==> config.mk <==
export PLATFORM = sky130hd
export DESIGN_NAME = mc_control_fsm
export DESIGN_NICKNAME = d
export VERILOG_FILES = /design/src/rtl/mc_ctrl_pkg.sv /design/src/rtl/mc_alu_decode.sv /design/src/rtl/mc_control_fsm.sv
export SDC_FILE = /design/constraint.sdc
export NUM_CORES = 1
export LEC_CHECK = 0
export BUFFER_PORTS_ARGS = -buffer_cell sky130_fd_sc_hd__buf_2
export CORE_AREA = 2 2 68 70
export DETAILED_ROUTE_END_ITERATION = 8
export DIE_AREA = 0 0 70 72
export GPL_TIMING_DRIVEN = 0
export PLACE_DENSITY = 0.83
export SLEW_MARGIN = 20
export SYNTH_ARGS = -nofsm -noshare
export SYNTH_HDL_FRONTEND = slang
export SYNTH_SLANG_ARGS = --single-unit
==> constraint.sdc <==
create_clock -name clk -period 5.45 [get_ports clk]
set_input_delay 0.8175 -clock clk [delete_from_list [all_inputs] [get_ports clk]]
set_output_delay 0.8175 -clock clk [all_outputs]
set_load 0.02 [all_outputs]
==> src/rtl/mc_ctrl_pkg.sv <==
// Shared definitions for the multicycle MIPS-subset control path. The
// datapath and the bench use the same state, opcode and mux encodings.
package mc_ctrl_pkg;

    // Controller states; the encodings are visible on state_dbg.
    typedef enum logic [3:0] {
        S_FETCH  = 4'd0,
        S_DECODE = 4'd1,
        S_MEMADR = 4'd2,
        S_MEMRD  = 4'd3,
        S_MEMWB  = 4'd4,
        S_MEMWR  = 4'd5,
        S_REX    = 4'd6,
        S_RWB    = 4'd7,
        S_IEX    = 4'd8,
        S_IWB    = 4'd9,
        S_BEQ    = 4'd10,
        S_JMP    = 4'd11
    } state_t;

    // Selects how the ALU decoder derives alu_ctrl/ext_zero in a given state.
    typedef enum logic [2:0] {
        CLS_NONE  = 3'd0,  // ALU unused; outputs parked at 0
        CLS_ADD   = 3'd1,  // PC+4, branch target, load/store address
        CLS_SUB   = 3'd2,  // beq compare
        CLS_RTYPE = 3'd3,  // operation chosen by funct
        CLS_IMM   = 3'd4   // operation and extension chosen by opcode
    } alu_class_t;

    // Opcodes (IR[31:26]).
    localparam logic [5:0] OP_RTYPE = 6'b000000;
    localparam logic [5:0] OP_LW    = 6'b100011;
    localparam logic [5:0] OP_SW    = 6'b101011;
    localparam logic [5:0] OP_BEQ   = 6'b000100;
    localparam logic [5:0] OP_J     = 6'b000010;
    localparam logic [5:0] OP_ADDI  = 6'b001000;
    localparam logic [5:0] OP_ANDI  = 6'b001100;
    localparam logic [5:0] OP_ORI   = 6'b001101;
    localparam logic [5:0] OP_SLTI  = 6'b001010;
    localparam logic [5:0] OP_NORI  = 6'b001110;

    // R-type function codes (IR[5:0]).
    localparam logic [5:0] FN_ADD = 6'b100000;
    localparam logic [5:0] FN_SUB = 6'b100010;
    localparam logic [5:0] FN_AND = 6'b100100;
    localparam logic [5:0] FN_OR  = 6'b100101;
    localparam logic [5:0] FN_SLT = 6'b101010;
    localparam logic [5:0] FN_NOR = 6'b100111;

    // ALU operation codes.
    localparam logic [3:0] ALU_AND = 4'b0000;
    localparam logic [3:0] ALU_OR  = 4'b0001;
    localparam logic [3:0] ALU_ADD = 4'b0010;
    localparam logic [3:0] ALU_SUB = 4'b0110;
    localparam logic [3:0] ALU_SLT = 4'b0111;
    localparam logic [3:0] ALU_NOR = 4'b1100;

    // ALU B-operand mux.
    localparam logic [1:0] SRCB_RT     = 2'd0;
    localparam logic [1:0] SRCB_FOUR   = 2'd1;
    localparam logic [1:0] SRCB_IMM    = 2'd2;
    localparam logic [1:0] SRCB_IMM_SH = 2'd3;

    // PC source mux.
    localparam logic [1:0] PCSRC_ALU    = 2'd0;
    localparam logic [1:0] PCSRC_ALUOUT = 2'd1;
    localparam logic [1:0] PCSRC_JUMP   = 2'd2;

    // True for the R-type function codes the datapath implements.
    function automatic logic funct_legal(input logic [5:0] funct);
        return funct inside {FN_ADD, FN_SUB, FN_AND, FN_OR, FN_SLT, FN_NOR};
    endfunction

endpackage

==> src/rtl/mc_alu_decode.sv <==
// Combinational ALU decoder: maps the current state class plus opcode/funct
// onto alu_ctrl and the immediate-extension mode, and flags whether the
// instruction is one the datapath supports.
module mc_alu_decode
    import mc_ctrl_pkg::*;
#(
    parameter logic [5:0] NORI_OP = OP_NORI
) (
    input  alu_class_t  alu_class,
    input  logic [5:0]  opcode,
    input  logic [5:0]  funct,
    output logic [3:0]  alu_ctrl,
    output logic        ext_zero,
    output logic        legal
);

    logic is_imm;

    // Supported-instruction check, independent of the current state.
    always_comb begin
        is_imm = (opcode inside {OP_ADDI, OP_ANDI, OP_ORI, OP_SLTI}) || (opcode == NORI_OP);
        if (opcode == OP_RTYPE) begin
            legal = funct_legal(funct);
        end else begin
            legal = is_imm || (opcode inside {OP_LW, OP_SW, OP_BEQ, OP_J});
        end
    end

    // ALU operation and immediate extension for the current state class.
    always_comb begin
        // NOTE: every output gets a default first so no path through the
        // case statements can leave one unassigned and infer a latch.
        alu_ctrl = ALU_AND;
        ext_zero = 1'b0;
        case (alu_class)
            CLS_ADD: alu_ctrl = ALU_ADD;
            CLS_SUB: alu_ctrl = ALU_SUB;
            CLS_RTYPE: begin
                case (funct)
                    FN_ADD:  alu_ctrl = ALU_ADD;
                    FN_SUB:  alu_ctrl = ALU_SUB;
                    FN_AND:  alu_ctrl = ALU_AND;
                    FN_OR:   alu_ctrl = ALU_OR;
                    FN_SLT:  alu_ctrl = ALU_SLT;
                    FN_NOR:  alu_ctrl = ALU_NOR;
                    default: alu_ctrl = ALU_AND;
                endcase
            end
            CLS_IMM: begin
                // nori's opcode is a parameter, so it is matched outside the case.
                if (opcode == NORI_OP) begin
                    alu_ctrl = ALU_NOR;
                    ext_zero = 1'b1;
                end else begin
                    case (opcode)
                        OP_ADDI: alu_ctrl = ALU_ADD;
                        OP_ANDI: begin
                            alu_ctrl = ALU_AND;
                            ext_zero = 1'b1;
                        end
                        OP_ORI: begin
                            alu_ctrl = ALU_OR;
                            ext_zero = 1'b1;
                        end
                        OP_SLTI: alu_ctrl = ALU_SLT;
                        default: alu_ctrl = ALU_AND;
                    endcase
                end
            end
            default: ;
        endcase
    end

endmodule

==> src/rtl/mc_control_fsm.sv <==
// Multicycle control sequencer: steps the shared datapath through fetch,
// decode, execute, memory and writeback one state per clock, handshakes
// with memory and counts retired instructions.
module mc_control_fsm
    import mc_ctrl_pkg::*;
#(
    parameter int         CNT_W   = 32,
    parameter logic [5:0] NORI_OP = 6'b001110
) (
    input  logic             clk,
    input  logic             reset,
    input  logic [5:0]       opcode,
    input  logic [5:0]       funct,
    input  logic             zero,
    input  logic             mem_ready,
    output logic             mem_req,
    output logic             pc_write,
    output logic             iord,
    output logic             mem_write,
    output logic             ir_write,
    output logic             reg_dst,
    output logic             mem_to_reg,
    output logic             reg_write,
    output logic             alu_src_a,
    output logic [1:0]       alu_src_b,
    output logic [3:0]       alu_ctrl,
    output logic [1:0]       pc_src,
    output logic             ext_zero,
    output logic             instr_done,
    output logic             illegal_op,
    output logic [CNT_W-1:0] instr_count,
    output logic [3:0]       state_dbg
);

    state_t           state_q, state_d;
    logic [CNT_W-1:0] instr_count_q, instr_count_d;
    alu_class_t       alu_class;
    logic             legal;

    mc_alu_decode #(
        .NORI_OP (NORI_OP)
    ) u_alu_decode (
        .alu_class (alu_class),
        .opcode    (opcode),
        .funct     (funct),
        .alu_ctrl  (alu_ctrl),
        .ext_zero  (ext_zero),
        .legal     (legal)
    );

    // Next-state and control outputs; reset overrides every strobe.
    always_comb begin
        state_d    = state_q;
        alu_class  = CLS_NONE;
        mem_req    = 1'b0;
        pc_write   = 1'b0;
        iord       = 1'b0;
        mem_write  = 1'b0;
        ir_write   = 1'b0;
        reg_dst    = 1'b0;
        mem_to_reg = 1'b0;
        reg_write  = 1'b0;
        alu_src_a  = 1'b0;
        alu_src_b  = SRCB_RT;
        pc_src     = PCSRC_ALU;
        instr_done = 1'b0;
        illegal_op = 1'b0;

        case (state_q)
            S_FETCH: begin
                mem_req   = 1'b1;
                alu_src_b = SRCB_FOUR;
                alu_class = CLS_ADD;
                if (mem_ready) begin
                    ir_write = 1'b1;
                    pc_write = 1'b1;
                    state_d  = S_DECODE;
                end
            end
            S_DECODE: begin
                // Branch target is precomputed here while the opcode decodes.
                alu_src_b = SRCB_IMM_SH;
                alu_class = CLS_ADD;
                if (!legal) begin
                    // Unsupported instructions retire as a nop.
                    illegal_op = 1'b1;
                    instr_done = 1'b1;
                    state_d    = S_FETCH;
                end else if (opcode == OP_RTYPE) begin
                    state_d = S_REX;
                end else if (opcode == OP_LW || opcode == OP_SW) begin
                    state_d = S_MEMADR;
                end else if (opcode == OP_BEQ) begin
                    state_d = S_BEQ;
                end else if (opcode == OP_J) begin
                    state_d = S_JMP;
                end else begin
                    state_d = S_IEX;
                end
            end
            S_MEMADR: begin
                alu_src_a = 1'b1;
                alu_src_b = SRCB_IMM;
                alu_class = CLS_ADD;
                state_d   = (opcode == OP_SW) ? S_MEMWR : S_MEMRD;
            end
            S_MEMRD: begin
                mem_req = 1'b1;
                iord    = 1'b1;
                if (mem_ready) state_d = S_MEMWB;
            end
            S_MEMWB: begin
                reg_write  = 1'b1;
                mem_to_reg = 1'b1;
                instr_done = 1'b1;
                state_d    = S_FETCH;
            end
            S_MEMWR: begin
                mem_req   = 1'b1;
                iord      = 1'b1;
                mem_write = 1'b1;
                if (mem_ready) begin
                    instr_done = 1'b1;
                    state_d    = S_FETCH;
                end
            end
            S_REX: begin
                alu_src_a = 1'b1;
                alu_class = CLS_RTYPE;
                state_d   = S_RWB;
            end
            S_RWB: begin
                reg_write  = 1'b1;
                reg_dst    = 1'b1;
                instr_done = 1'b1;
                state_d    = S_FETCH;
            end
            S_IEX: begin
                alu_src_a = 1'b1;
                alu_src_b = SRCB_IMM;
                alu_class = CLS_IMM;
                state_d   = S_IWB;
            end
            S_IWB: begin
                // Same class as IEX keeps ext_zero stable through writeback.
                alu_src_a  = 1'b1;
                alu_src_b  = SRCB_IMM;
                alu_class  = CLS_IMM;
                reg_write  = 1'b1;
                instr_done = 1'b1;
                state_d    = S_FETCH;
            end
            S_BEQ: begin
                alu_src_a  = 1'b1;
                alu_class  = CLS_SUB;
                pc_src     = PCSRC_ALUOUT;
                pc_write   = zero;
                instr_done = 1'b1;
                state_d    = S_FETCH;
            end
            S_JMP: begin
                pc_src     = PCSRC_JUMP;
                pc_write   = 1'b1;
                instr_done = 1'b1;
                state_d    = S_FETCH;
            end
            default: state_d = S_FETCH;
        endcase

        if (reset) begin
            state_d    = S_FETCH;
            alu_class  = CLS_NONE;
            mem_req    = 1'b0;
            pc_write   = 1'b0;
            iord       = 1'b0;
            mem_write  = 1'b0;
            ir_write   = 1'b0;
            reg_dst    = 1'b0;
            mem_to_reg = 1'b0;
            reg_write  = 1'b0;
            alu_src_a  = 1'b0;
            alu_src_b  = SRCB_RT;
            pc_src     = PCSRC_ALU;
            instr_done = 1'b0;
            illegal_op = 1'b0;
        end
    end

    // Retired-instruction counter advances on the instr_done edge and wraps.
    always_comb begin
        instr_count_d = instr_count_q + {{(CNT_W-1){1'b0}}, instr_done};
    end

    // State and counter registers with synchronous reset.
    always_ff @(posedge clk) begin
        // NOTE: state registers use non-blocking assignments so every flop
        // samples the pre-edge values, independent of statement order.
        if (reset) begin
            state_q       <= S_FETCH;
            instr_count_q <= '0;
        end else begin
            state_q       <= state_d;
            instr_count_q <= instr_count_d;
        end
    end

    assign instr_count = instr_count_q;
    assign state_dbg   = state_q;

endmodule

Word level (Yosys, flattened, before mapping)
Index checks and enable logic that the tools add are counted.
Widths: inputs -> output; s select.
{"block": "word_totals", "register_bits": 36, "inputBits": 16, "output_inout_bits": 56, "word_cells": 102}
{"block": "classes", "n_addsub": 1, "n_eq_ne": 33, "mux": 48, "n_reduce_logical": 18}
{"operator": "$eq 6x6->1 const B", "count": 8}
{"operator": "$add 32x1->32", "count": 1}
{"operator": "$eq 6x4->1 const B", "count": 5}
{"operator": "$mux 4", "count": 7}
{"operator": "$pmux 4 s7", "count": 1}
{"operator": "$mux 1", "count": 26}
{"operator": "$pmux 4 s5", "count": 1}
{"operator": "$eq 4x3->1 const B", "count": 4}
{"operator": "$eq 4x4->1 const B", "count": 4}
{"operator": "$pmux 4 s4", "count": 1}
{"operator": "$pmux 3 s4", "count": 1}
{"operator": "$reduce_or 3->1", "count": 4}
{"operator": "$reduce_or 5->1", "count": 2}
{"operator": "$pmux 3 s3", "count": 1}
{"operator": "$eq 4x2->1 const B", "count": 2}
{"operator": "$mux 2", "count": 4}
{"operator": "$reduce_bool 4->1", "count": 2}
{"operator": "$eq 3x2->1 const B", "count": 2}
{"operator": "$eq 6x2->1 const B", "count": 1}
{"operator": "$eq 6x3->1 const B", "count": 1}
{"operator": "$logic_not 6->1", "count": 1}
{"operator": "$mux 3", "count": 2}
{"operator": "$ne 2x2->1 const B", "count": 3}
{"operator": "$pmux 1 s3", "count": 2}
{"operator": "10 further kinds", "count": 14}

Logic depth before layout (Yosys ltp)
Gate-level depths: netlist (run 1).
{"block": "depth", "ltp_word": 9, "ltp_mapped": 13, "mapped_depth_nobuf": 10}

By module
Synthesis (run 1) repeated with hierarchy kept, for this count alone.
{"block": "hier_totals", "hier_cells": 302, "hier_area_um2": 2322.2}
{"module": "mc_control_fsm", "n_inst": 1, "cells_each": 262, "area_per_inst_um2": 2078.2, "seq_area_each_um2": 720.7}
{"module": "mc_alu_decode", "n_inst": 1, "cells_each": 40, "area_per_inst_um2": 244.0, "seq_area_each_um2": 0.0}

Worst setup path after synthesis (run 1)
No wires, ideal clock.
{"block": "synth_timing", "kind": "input to register", "from": "input opcode[5]", "to": "register instr_count_q[18], in the netlist instr_count[18]", "setup_time_ps": 70, "t_arrival_ps": 3922, "required_time_ps": 5380, "slack_ps": 1457, "cell_stages": 11, "path_buffers": 2, "path_cell_list": "or3_1 o31a_1 o32ai_1 ha_1 ha_1 and4_1 clkbuf_1 nand3_1 clkbuf_1 or3_1 a21oi_1"}
{"block": "synth_between", "elab_chain_len": 9, "elab_cells_between_ends": 19, "classes_between": "add/sub: 1; eq/ne: 9; mux: 4; reduce/logical: 5"}
{"item": "from (decl)", "line": "mc_control_fsm.sv:12", "rtl": "input logic [5:0] opcode,"}
{"item": "$eq 6x4->1", "line": "mc_alu_decode.sv:21", "rtl": "is_imm = (opcode inside {OP_ADDI, OP_ANDI, OP_ORI, OP_SLTI}) || (opcode == NORI_OP);"}
{"item": "$reduce_bool 4->1", "line": "mc_alu_decode.sv:21"}
{"item": "$logic_or 1x1->1", "line": "mc_alu_decode.sv:21"}
{"item": "$logic_or 1x1->1", "line": "mc_alu_decode.sv:25", "rtl": "legal = is_imm || (opcode inside {OP_LW, OP_SW, OP_BEQ, OP_J});"}
{"item": "$mux 1 *", "line": "mc_alu_decode.sv:22", "rtl": "if (opcode == OP_RTYPE) begin"}
{"item": "$mux 1 *", "line": "mc_control_fsm.sv:84", "rtl": "if (!legal) begin"}
{"item": "$pmux 1 s3 *", "line": "mc_control_fsm.sv:69", "rtl": "case (state_q)"}
{"item": "$mux 1 *", "line": "mc_control_fsm.sv:170", "rtl": "if (reset) begin"}
{"item": "net instr_done", "line": "mc_control_fsm.sv:29", "rtl": "output logic instr_done,"}
{"item": "$add 32x1->32 *", "line": "mc_control_fsm.sv:191", "rtl": "instr_count_d = instr_count_q + {{(CNT_W-1){1'b0}}, instr_done};"}
{"item": "to (signal assigned)", "line": "mc_control_fsm.sv:203", "rtl": "instr_count_q <= instr_count_d;"}
{"item": "to (decl)", "line": "mc_control_fsm.sv:36", "rtl": "logic [CNT_W-1:0] instr_count_q, instr_count_d;"}
Mark *: on every way through the listed nets, which the timed path passes. The rest lies on a longest branch.
A chain may end at the register's enable or synchronous reset.

Final worst setup path (run 1)
{"block": "layout_timing", "from": "input opcode[5]", "to": "register instr_count_q[16], in the netlist instr_count[16]"}
{"block": "layout_between", "elab_chain_len": 9, "elab_cells_between_ends": 19, "classes_between": "add/sub: 1; eq/ne: 9; mux: 4; reduce/logical: 5"}
{"item": "$eq 6x4->1", "line": "mc_alu_decode.sv:21"}
{"item": "$reduce_bool 4->1", "line": "mc_alu_decode.sv:21"}
{"item": "$logic_or 1x1->1", "line": "mc_alu_decode.sv:21"}
{"item": "$logic_or 1x1->1", "line": "mc_alu_decode.sv:25"}
{"item": "$mux 1 *", "line": "mc_alu_decode.sv:22"}
{"item": "$mux 1 *", "line": "mc_control_fsm.sv:84"}
{"item": "$pmux 1 s3 *", "line": "mc_control_fsm.sv:69"}
{"item": "$mux 1 *", "line": "mc_control_fsm.sv:170"}
{"item": "$add 32x1->32 *", "line": "mc_control_fsm.sv:191"}
Every way passes the cells marked *; elsewhere a longest branch is shown, timed or not.

==> metrics.txt, run 1 <==
Post-Syn Area=0.00229 mm^2; Max-Cap Viols=0; Slew headroom=63.8%; fin crit share=73.6%; core region area=0.00426 mm^2; WL/cell=15.2 um; row count=24; FMAX=0.249 GHz; pwr/cell area=214 mW/mm^2; CTS root buffer=clkbuf_8; Die ar.=0.00504 mm^2; Post-DP HPWL=4780 um; H-tree level count=2; Starting Density=53.7%; Crit Path Category=primary input to flop; Area Overhead vs Synth=23.7%; worst-path fanout max=10; Cell Count Post-Placement=416; top_reg_cell synth=dfxtp_1; Seq/Total Area, Yosys=31.5%; 1st-iter DRT viols=223; total routing usage reported by global routing=25.2%; Sink Count=36; Layout Nets=390; clk slew on worst S/H paths=0.07 ns; flop2flop setup slack=1.80 ns; number of diodes=0; fraction of registers with async set or reset after synthesis=0%; Period minus WS final=4.01 ns; first-pass GRT wire length=10500 um; die width=70 um; IO Pins=72; DR vias/cell=6.10; synth unique cells=51; RSZ-0062 raised after global routing=no; worst setup path start=opcode[5]; status=finished, final reports clean; static leakage=0.00113 uW; FF-to-FF Start=state_dbg[2]; number of synthesized register bits=36; Synth top area share=31.5%; Synth area leader=dfxtp_1; Avg Cell Area, Syn=7.79 um^2; share of cells above drive strength 1=23.9%; Peak VDD IR=0.129 mV; most frequent cell after synthesis=dfxtp_1; Longest Clk Path Bufs=2; startpoint types=primary input; routability congestion estimate from global placement=0.944; CP arrival=4.23 ns; Mapped Cells=294; hold buffers post-CTS=0; Post-CTS Resized=0; Residual DRC=0; setup TNS=0 ns; gr ovfl total=0; synth cell count leaders=36 x dfxtp_1, 27 x a21oi_1, 22 x nor2_1; clock skew=0.00814 ns; DIE HEIGHT=72 um; Final Non-Filler Cells=424; Skew-Pair Late Insertion Delay=0.29 ns; CTS tree=done; Hold Fails Final Rpt=0; endpoints failing setup=0; HP Start=instr_count[31]; postcts setup bufs=0; Pins Over Slew Limit=0; Num CTS Buffers=5; hold slack=0.489 ns; Worst Tran Pin Value=0.542 ns; Req. time, crit path=5.67 ns; number of synthesized flops with an enable pin=0; initial antenna violation count=0; Crit. End Element=flop; DRT Wirelength=6430 um; top post-synthesis cells by area=dfxtp_1 31%, a21oi_1 5.9%, o31ai_1 4.9%; drt pass-1 iters=4; vias=2587; Port Buf Inserts=70; largest net degree at the start of global routing=12; vias in the first global route=2421; Hold Path Class=flop to flop; Synthesized Nets=313; synth warn=0; post-route ant nets=0
[routing by layer]
layer  wire, um  global-route usage [%]
met5          0                       0
met4        156                    14.7
met3        356                    3.75
met2       3110                    43.0
met1       2810                    30.4
[layout make-up]
cell class,count,area (um^2)
multi-input cells,232,1470
fillers,377,1430
flip-flops and latches,36,721
repair buffers,70,350
clock buffers,7,96.3
plain buffers,19,75.1
well taps,52,65.1
clock inverters,1,30.0
inverters,7,26.3
[metrics by stage]
step           utilization [%]  area (um^2)  setup WS, ns  power, uW
2_1_floorplan                -         2290          1.46        326
6_report                  66.4         2830          1.44        605
3_3_place_gp              63.4         2710          1.23        354
3_5_place_dp              63.4         2710          1.19        353
4_1_cts                   66.4         2830          1.45        607
5_1_grt                   66.4         2830          1.26        627
[power by group]
group          internal [uW]  total (uW)  switching (uW)
Clock                    161         256            94.6
Sequential               265         267            2.10
Combinational           28.9        81.3            52.4
Total                    456         605             149
[state kept, by name, summed over array words and instances, names as in the netlist]
| signal | count |
|---|---|
| instr_count | 32 |
| state_dbg | 4 |
[worst max-delay path, stage by stage]
cell      delay [ns]
buf_2           0.11
or3_1           0.41
o31a_1          0.36
o32ai_1         0.54
ha_1            0.28
ha_1            0.21
and4_1          0.20
clkbuf_1        0.25
nand3_1         0.26
clkbuf_1        0.29
or3_1           0.36
a21oi_1         0.14
[path summary, 6_finish.rpt]
path | endpoint | cells past startpoint
worst max register to register | instr_count[16] | 12
worst min register to register | instr_count[31] | 2
worst min-delay path | instr_count[31] | 2
worst max-delay path | instr_count[16] | 12
[layout by cell type, fill, tap and decap left out, types with 12 or more instances in the layout]
cell type / netlist / final
a21oi_1: 27 / 27
buf_2: 3 / 73
clkbuf_1: 15 / 15
dfxtp_1: 36 / 36
nand2_1: 20 / 20
nand3_1: 15 / 15
nor2_1: 22 / 22
o21ai_0: 12 / 12
o31ai_1: 15 / 15
or4_1: 15 / 15
[kinds of logic after synthesis]
family / share of synthesized area [%]
buf+inv: 4.43
simple gates: 34.5
xor+xnor: 4.59
fa+ha+maj: 1.64
mux: 0.492
flops: 31.5
compound gates: 22.8
Note: power is estimated with default switching activity, not from simulation.
==> run 2, diff against run 1 <==
CORE_AREA = 2 2 71 73   (was 2 2 68 70)
DIE_AREA = 0 0 73 75   (was 0 0 70 72)
PLACE_DENSITY = 0.77   (was 0.83)
clock period = 4.1 ns   (was 5.45 ns; I/O delays follow)
==> run 2 against run 1 <==
- highest routed layer unchanged
- clock power up 36%
- register-to-register slack worse by 1.4 ns
- hold slack better by 0.0074 ns
- non-clock buffer count unchanged
- routed wire length down 1.6%
- count of clock-buffer cells in the layout unchanged
- largest power group unchanged
- clock skew about the same
- critical path type unchanged
- flip-flop and latch count unchanged
- sequential share of layout area about the same
==> metrics.txt, run 2 (synthesized netlist as in run 1, its figures left out) <==
worst-path fanout max=10 (unchanged); share of cells above drive strength 1=23.9% (unchanged); Slew headroom=56.5% (-7.3 points); Final Non-Filler Cells=426 (+0.47%); FF-to-FF Start=state_dbg[2]; most common cell after layout, fill and taps aside=buf_2; Hold Path Class=flop to flop; max reg flops=32 (unchanged); Longest Clk Path Bufs=2 (unchanged); crit-path cells=buf_2 > or3_1 > o31a_1 > o32ai_1 > ha_1 > ha_1 > and4_1 > clkbuf_1 > nand3_1 > clkbuf_1 > or3_1 > a21oi_1; DRT Wirelength=6330 um (-1.6%); Req. time, crit path=4.33 ns (-1.34 ns); post-route ant nets=0 (unchanged); gr ovfl total=0 (unchanged); 1st-iter DRT viols=146 (-35%); Port Buf Inserts=70 (unchanged); H-tree level count=2 (unchanged); CP arrival=4.11 ns (-0.12 ns); setup TNS=0 ns (unchanged); drt pass-1 iters=4 (unchanged); Pwr Total=812 uW (+34%); clock skew=0.00833 ns (+0.000185 ns); Post-DP HPWL=4670 um (-2.2%); vias in the first global route=2270 (-6.2%); status=finished, final reports clean; Area Overhead vs Synth=23.8% (about the same); core region area=0.00466 mm^2 (+9.3%); number of diodes=0 (unchanged); Cell Count Post-Placement=418 (+0.48%); largest net degree at the start of global routing=12 (unchanged); Skew-Pair Late Insertion Delay=0.29 ns (about the same); Period minus WS final=3.88 ns; clk slew on worst S/H paths=0.08 ns (about the same); Max stage delay on crit path=0.61 ns (+0.07 ns); vias=2611 (+0.93%); initial antenna violation count=0 (unchanged); Worst Tran Pin Value=0.651 ns (+0.109 ns); fin crit share=94.7%; pwr/cell area=287 mW/mm^2 (+34%); Crit. End Element=flop; FMAX=0.258 GHz; Layout Nets=390 (unchanged); most frequent cells in the layout=73 x buf_2, 36 x dfxtp_1, 27 x a21oi_1; endpoints failing setup=0 (unchanged); total routing usage reported by global routing=23.3% (-1.9 points); hold buffers post-CTS=0 (unchanged); RSZ-0062 raised after global routing=no; hold slack=0.497 ns (+0.00740 ns); Post-CTS Resized=0 (unchanged); Residual DRC=0 (unchanged); Num CTS Buffers=5 (unchanged); HP Start=instr_count[26]; IO Pins=72 (unchanged); Starting Density=49.1% (-4.6 points); startpoint types=primary input; Hold Fails Final Rpt=0 (unchanged); final worst slack=0.217 ns (-1.22 ns); WL/cell=14.9 um (-2.1%); Peak VDD IR=0.150 mV (+16%); Crit Path Category=primary input to flop; routability congestion estimate from global placement=0.925 (-2.0%); Placement Setup Slack=-0.0105 ns (-1.20 ns); Pins Over Slew Limit=0 (unchanged); CTS root buffer=clkbuf_8; static leakage=0.00113 uW (unchanged); worst setup path start=opcode[5]; die width=73 um (+4.3%); CTS tree=done; postcts setup bufs=0 (unchanged); Max-Cap Viols=0 (unchanged); Slowest-stage cell, CP=o32ai_1; Die ar.=0.00548 mm^2 (+8.6%); DIE HEIGHT=75 um (+4.2%); first-pass GRT wire length=10200 um (-3.2%); row count=25 (+4.2%); Sink Count=36 (unchanged); DR vias/cell=6.13 (+0.45%)
==> run 2: worst paths after layout <==
kind | to | slack (ns) | cells after the start
worst min-delay path | instr_count[26] | 0.50 | 2
worst min register to register | instr_count[26] | 0.50 | 2
worst max register to register | instr_count[18] | 0.37 | 12
worst max-delay path | instr_count[18] | 0.22 | 12
==> run 2: power breakdown <==
group	total [uW]	internal, uW	switching (uW)
Combinational	109	38.5	70.2
Clock	348	215	134
Sequential	355	353	2.51
==> run 2: area by class of cell <==
type	instances	area [um^2]
fill	437	1830
clock buffer	7	96.3
clock inverter	1	30.0
sequential	36	721
tap	54	67.6
timing repair buffer	70	350
buffer	19	75.1
inverter	7	26.3
multi-input combinational	232	1470
==> run 2: per-layer routing <==
metal,part of all wire (%),GRT usage [%]
met3,6.4,3.08
met4,2.0,10.7
met5,0,0
met1,44,30.5
met2,47,38.3
==> run 2: critical path: cells and delay by family <==
kind                       cells  cell delay [ns]
adders and majority gates      2             0.51
AOI/OAI and AO/OA              3             1.10
buffers and inverters          3             0.66
and+or+nand+nor                4             1.22
==> run 2: per-stage QoR <==
step	util, %	area [um^2]
floorplan	-	2290
global placement	58.1	2710
detailed placement	58.1	2710
CTS	60.8	2830
global route	60.8	2830
finish	60.8	2830
==> run 3, diff against run 2 <==
PLACE_DENSITY = 0.78   (was 0.77)
SYNTH_HIERARCHICAL = 1   (was unset)
==> run 3 against run 2 <==
- power fell by 14%
- clock power fell by 23%
- sequential power about the same
- global-route usage decreased by 1.4 points
- setup slack better by 0.13 ns
- register-to-register slack better by 0.67 ns
- critical endpoint is now instr_count[13]
- non-clock buffer count down 3
==> metrics.txt, run 3 <==
pwr/cell area=245 mW/mm^2 (-14%); vias in the first global route=2141 (-5.7%); Port Buf Inserts=70 (unchanged); number of diodes=0 (unchanged); top_reg_cell synth=dfxtp_1; largest net degree at the start of global routing=12 (unchanged); hold slack=0.493 ns (-0.00373 ns); CTS tree=done; Synth area leader=dfxtp_1; final worst slack=0.350 ns (+0.133 ns); number of synthesized flops with an enable pin=0 (unchanged); core region area=0.00466 mm^2 (unchanged); most common cell after layout, fill and taps aside=buf_2; Crit Path Category=primary input to flop; share of cells above drive strength 1=23.2% (-0.77 points); Skew-Pair Late Insertion Delay=0.29 ns (about the same); die width=73 um (unchanged); Slew headroom=56.8% (+0.30 points); FF-to-FF Start=state_dbg[0]; synth warn=6 (+6); Pins Over Slew Limit=0 (unchanged); fin area=0.00283 mm^2 (unchanged); CTS root buffer=clkbuf_8; WL/cell=14.0 um (-5.9%); Residual DRC=0 (unchanged); Die ar.=0.00548 mm^2 (unchanged); most frequent cell after synthesis=dfxtp_1; routability congestion estimate from global placement=0.908 (-1.8%); endpoints failing setup=0 (unchanged); setup TNS=0 ns (unchanged); clock skew=0.00588 ns (-0.00245 ns); Post-Syn Area=0.00232 mm^2 (+1.4%); IO Pins=72 (unchanged); 1st-iter DRT viols=153 (+4.8%); Avg Cell Area, Syn=7.69 um^2 (-1.3%); status=finished, final reports clean; synth unique cells=46 (-9.8%); gr ovfl total=0 (unchanged); Longest Clk Path Bufs=2 (unchanged); startpoint types=primary input; most frequent cells in the layout=73 x buf_2, 36 x dfxtp_1, 32 x nor2_1; post-route ant nets=0 (unchanged); synth cell count leaders=36 x dfxtp_1, 32 x nor2_1, 30 x a21oi_1; Area Overhead vs Synth=22.0%; reg-to-reg critical path endpoint=instr_count[28]; total routing usage reported by global routing=21.8% (-1.4 points); clk slew on worst S/H paths=0.07 ns (about the same); RSZ-0062 raised after global routing=no; worst setup path start=funct[4]; Starting Density=49.8% (+0.70 points); Sink Count=36 (unchanged); postcts setup bufs=0 (unchanged); Worst Tran Pin Value=0.632 ns (-0.0188 ns); vias=2581 (-1.1%); max reg flops=32 (unchanged); Peak VDD IR=0.106 mV (-30%); Post-DP HPWL=4590 um (-1.8%); H-tree level count=2 (unchanged); number of synthesized register bits=36 (unchanged); row count=25 (unchanged); initial antenna violation count=0 (unchanged); DRT Wirelength=6070 um (-4.1%); top post-synthesis cells by area=dfxtp_1 31%, a21oi_1 6.5%, nor2_1 5.2%; DP Area=0.00274 mm^2 (+1.2%); Req. time, crit path=4.31 ns (-0.02 ns); Placement Setup Slack=0.0595 ns (+0.0700 ns); static leakage=0.00116 uW (+2.9%); hold buffers post-CTS=0 (unchanged); Worst Setup EP=instr_count[13]; fraction of registers with async set or reset after synthesis=0% (unchanged); Num CTS Buffers=5 (unchanged); Period minus WS final=3.75 ns (-0.133 ns); Post-CTS Resized=0 (unchanged); Layout Nets=397 (+1.8%); Max-Cap Viols=0 (unchanged); CP arrival=3.97 ns (-0.14 ns); Mapped Cells=302 (+2.7%); DIE HEIGHT=75 um (unchanged); Hold Fails Final Rpt=0 (unchanged); DR vias/cell=5.95 (-3.0%); cells on worst reg2reg path=12 (unchanged); FMAX=0.267 GHz (+3.5%); Synthesized Nets=320 (+2.2%); worst-path fanout max=10 (unchanged); Seq/Total Area, Yosys=31.0% (-0.44 points); Hold Path Class=flop to flop; Crit. End Element=flop; flop2flop setup slack=1.04 ns (+0.67 ns); Fill cells=435 (-0.46%); drt pass-1 iters=4 (unchanged); first-pass GRT wire length=9560 um (-6.0%); fin crit share=91.5% (-3.2 points); Synth top area share=31.0% (-0.44 points)
==> run 3: cell count changes in the layout (fill, tap and decap cells not counted), moves of 3 or more <==
cell / previous run / this run
nor3_1: 9 / 6
nor2_1: 22 / 32
buf_6: 0 / 3
clkbuf_1: 15 / 11
and3_1: 2 / 7
xor2_1: 9 / 6
a32o_1: 3 / 0
o32ai_1: 4 / 1
nand3b_1: 1 / 4
a21oi_1: 27 / 30
or3b_2: 3 / 0
==> run 3: cell type report <==
type	instances	area (um^2)	area share [%]
Clock buffer	7	86.3	3.05
Inverter	8	30.0	1.06
Clock inverter	1	7.51	0.265
Tap cell	54	67.6	2.38
Timing Repair Buffer	70	350	12.4
Multi-Input combinational cell	242	1490	52.4
Sequential cell	36	721	25.4
Buffer	16	86.3	3.05
==> run 3: worst min-delay path by stage <==
stage,startpoint,depth (start not counted),to,slack (ns)
after detailed placement,instr_count[31],2,instr_count[31],0.48
after CTS,instr_count[31],2,instr_count[31],0.49
after floorplan,instr_count[31],2,instr_count[31],0.55
after global placement,instr_count[31],2,instr_count[31],0.48
after global routing,instr_count[31],2,instr_count[31],0.50
final,instr_count[31],2,instr_count[31],0.49
==> run 3: metrics by stage <==
step,instances,total power (uW),utilization (%)
after global routing,434,724,60.8
after global placement,426,435,58.8
after floorplan,302,406,-
after CTS,434,699,60.8
after detailed placement,426,435,58.8
final,434,695,60.8
==> run 3: routing by layer <==
metal / up-vias / GRT usage [%] / wire length, um
li1: 1287 / - / -
met1: 1215 / 27.6 / 2710
met2: 75 / 37.2 / 2980
met3: 4 / 4.69 / 352
met4: 0 / 7.00 / 37
met5: - / 0 / 0
==> run 3: critical path, stage by stage <==
cell and delay, ns:
buf_2 0.09, nand2b_1 0.21, a2111oi_0 0.63, nor3_2 0.11
a211oi_1 0.40, o21ai_0 0.17, a22oi_1 0.20, nor2_1 0.08
ha_1 0.24, and4_1 0.25, nand4_4 0.13, buf_6 0.14
clkbuf_1 0.37, o21ai_0 0.19, a21oi_1 0.14
==> run 3: cell families after synthesis <==
| family | count (synthesis) | share of synthesized area (%) |
|---|---|---|
| AND/OR/NAND/NOR | 149 | 37.1 |
| AO/OA/AOI/OAI | 78 | 20.8 |
| flip-flops | 36 | 31.0 |
| buffers and inverters | 24 | 5.01 |
| XOR/XNOR | 11 | 4.15 |
| multiplexers | 2 | 0.862 |
| adder cells (fa/ha/maj) | 2 | 1.08 |
==> run 3: power breakdown <==
part           leakage (uW)  internal [uW]  total (uW)  switching (uW)
Clock             0.0000445            137         267             130
Sequential         0.000290            351         353            2.06
Combinational      0.000825           26.4        75.1            48.8
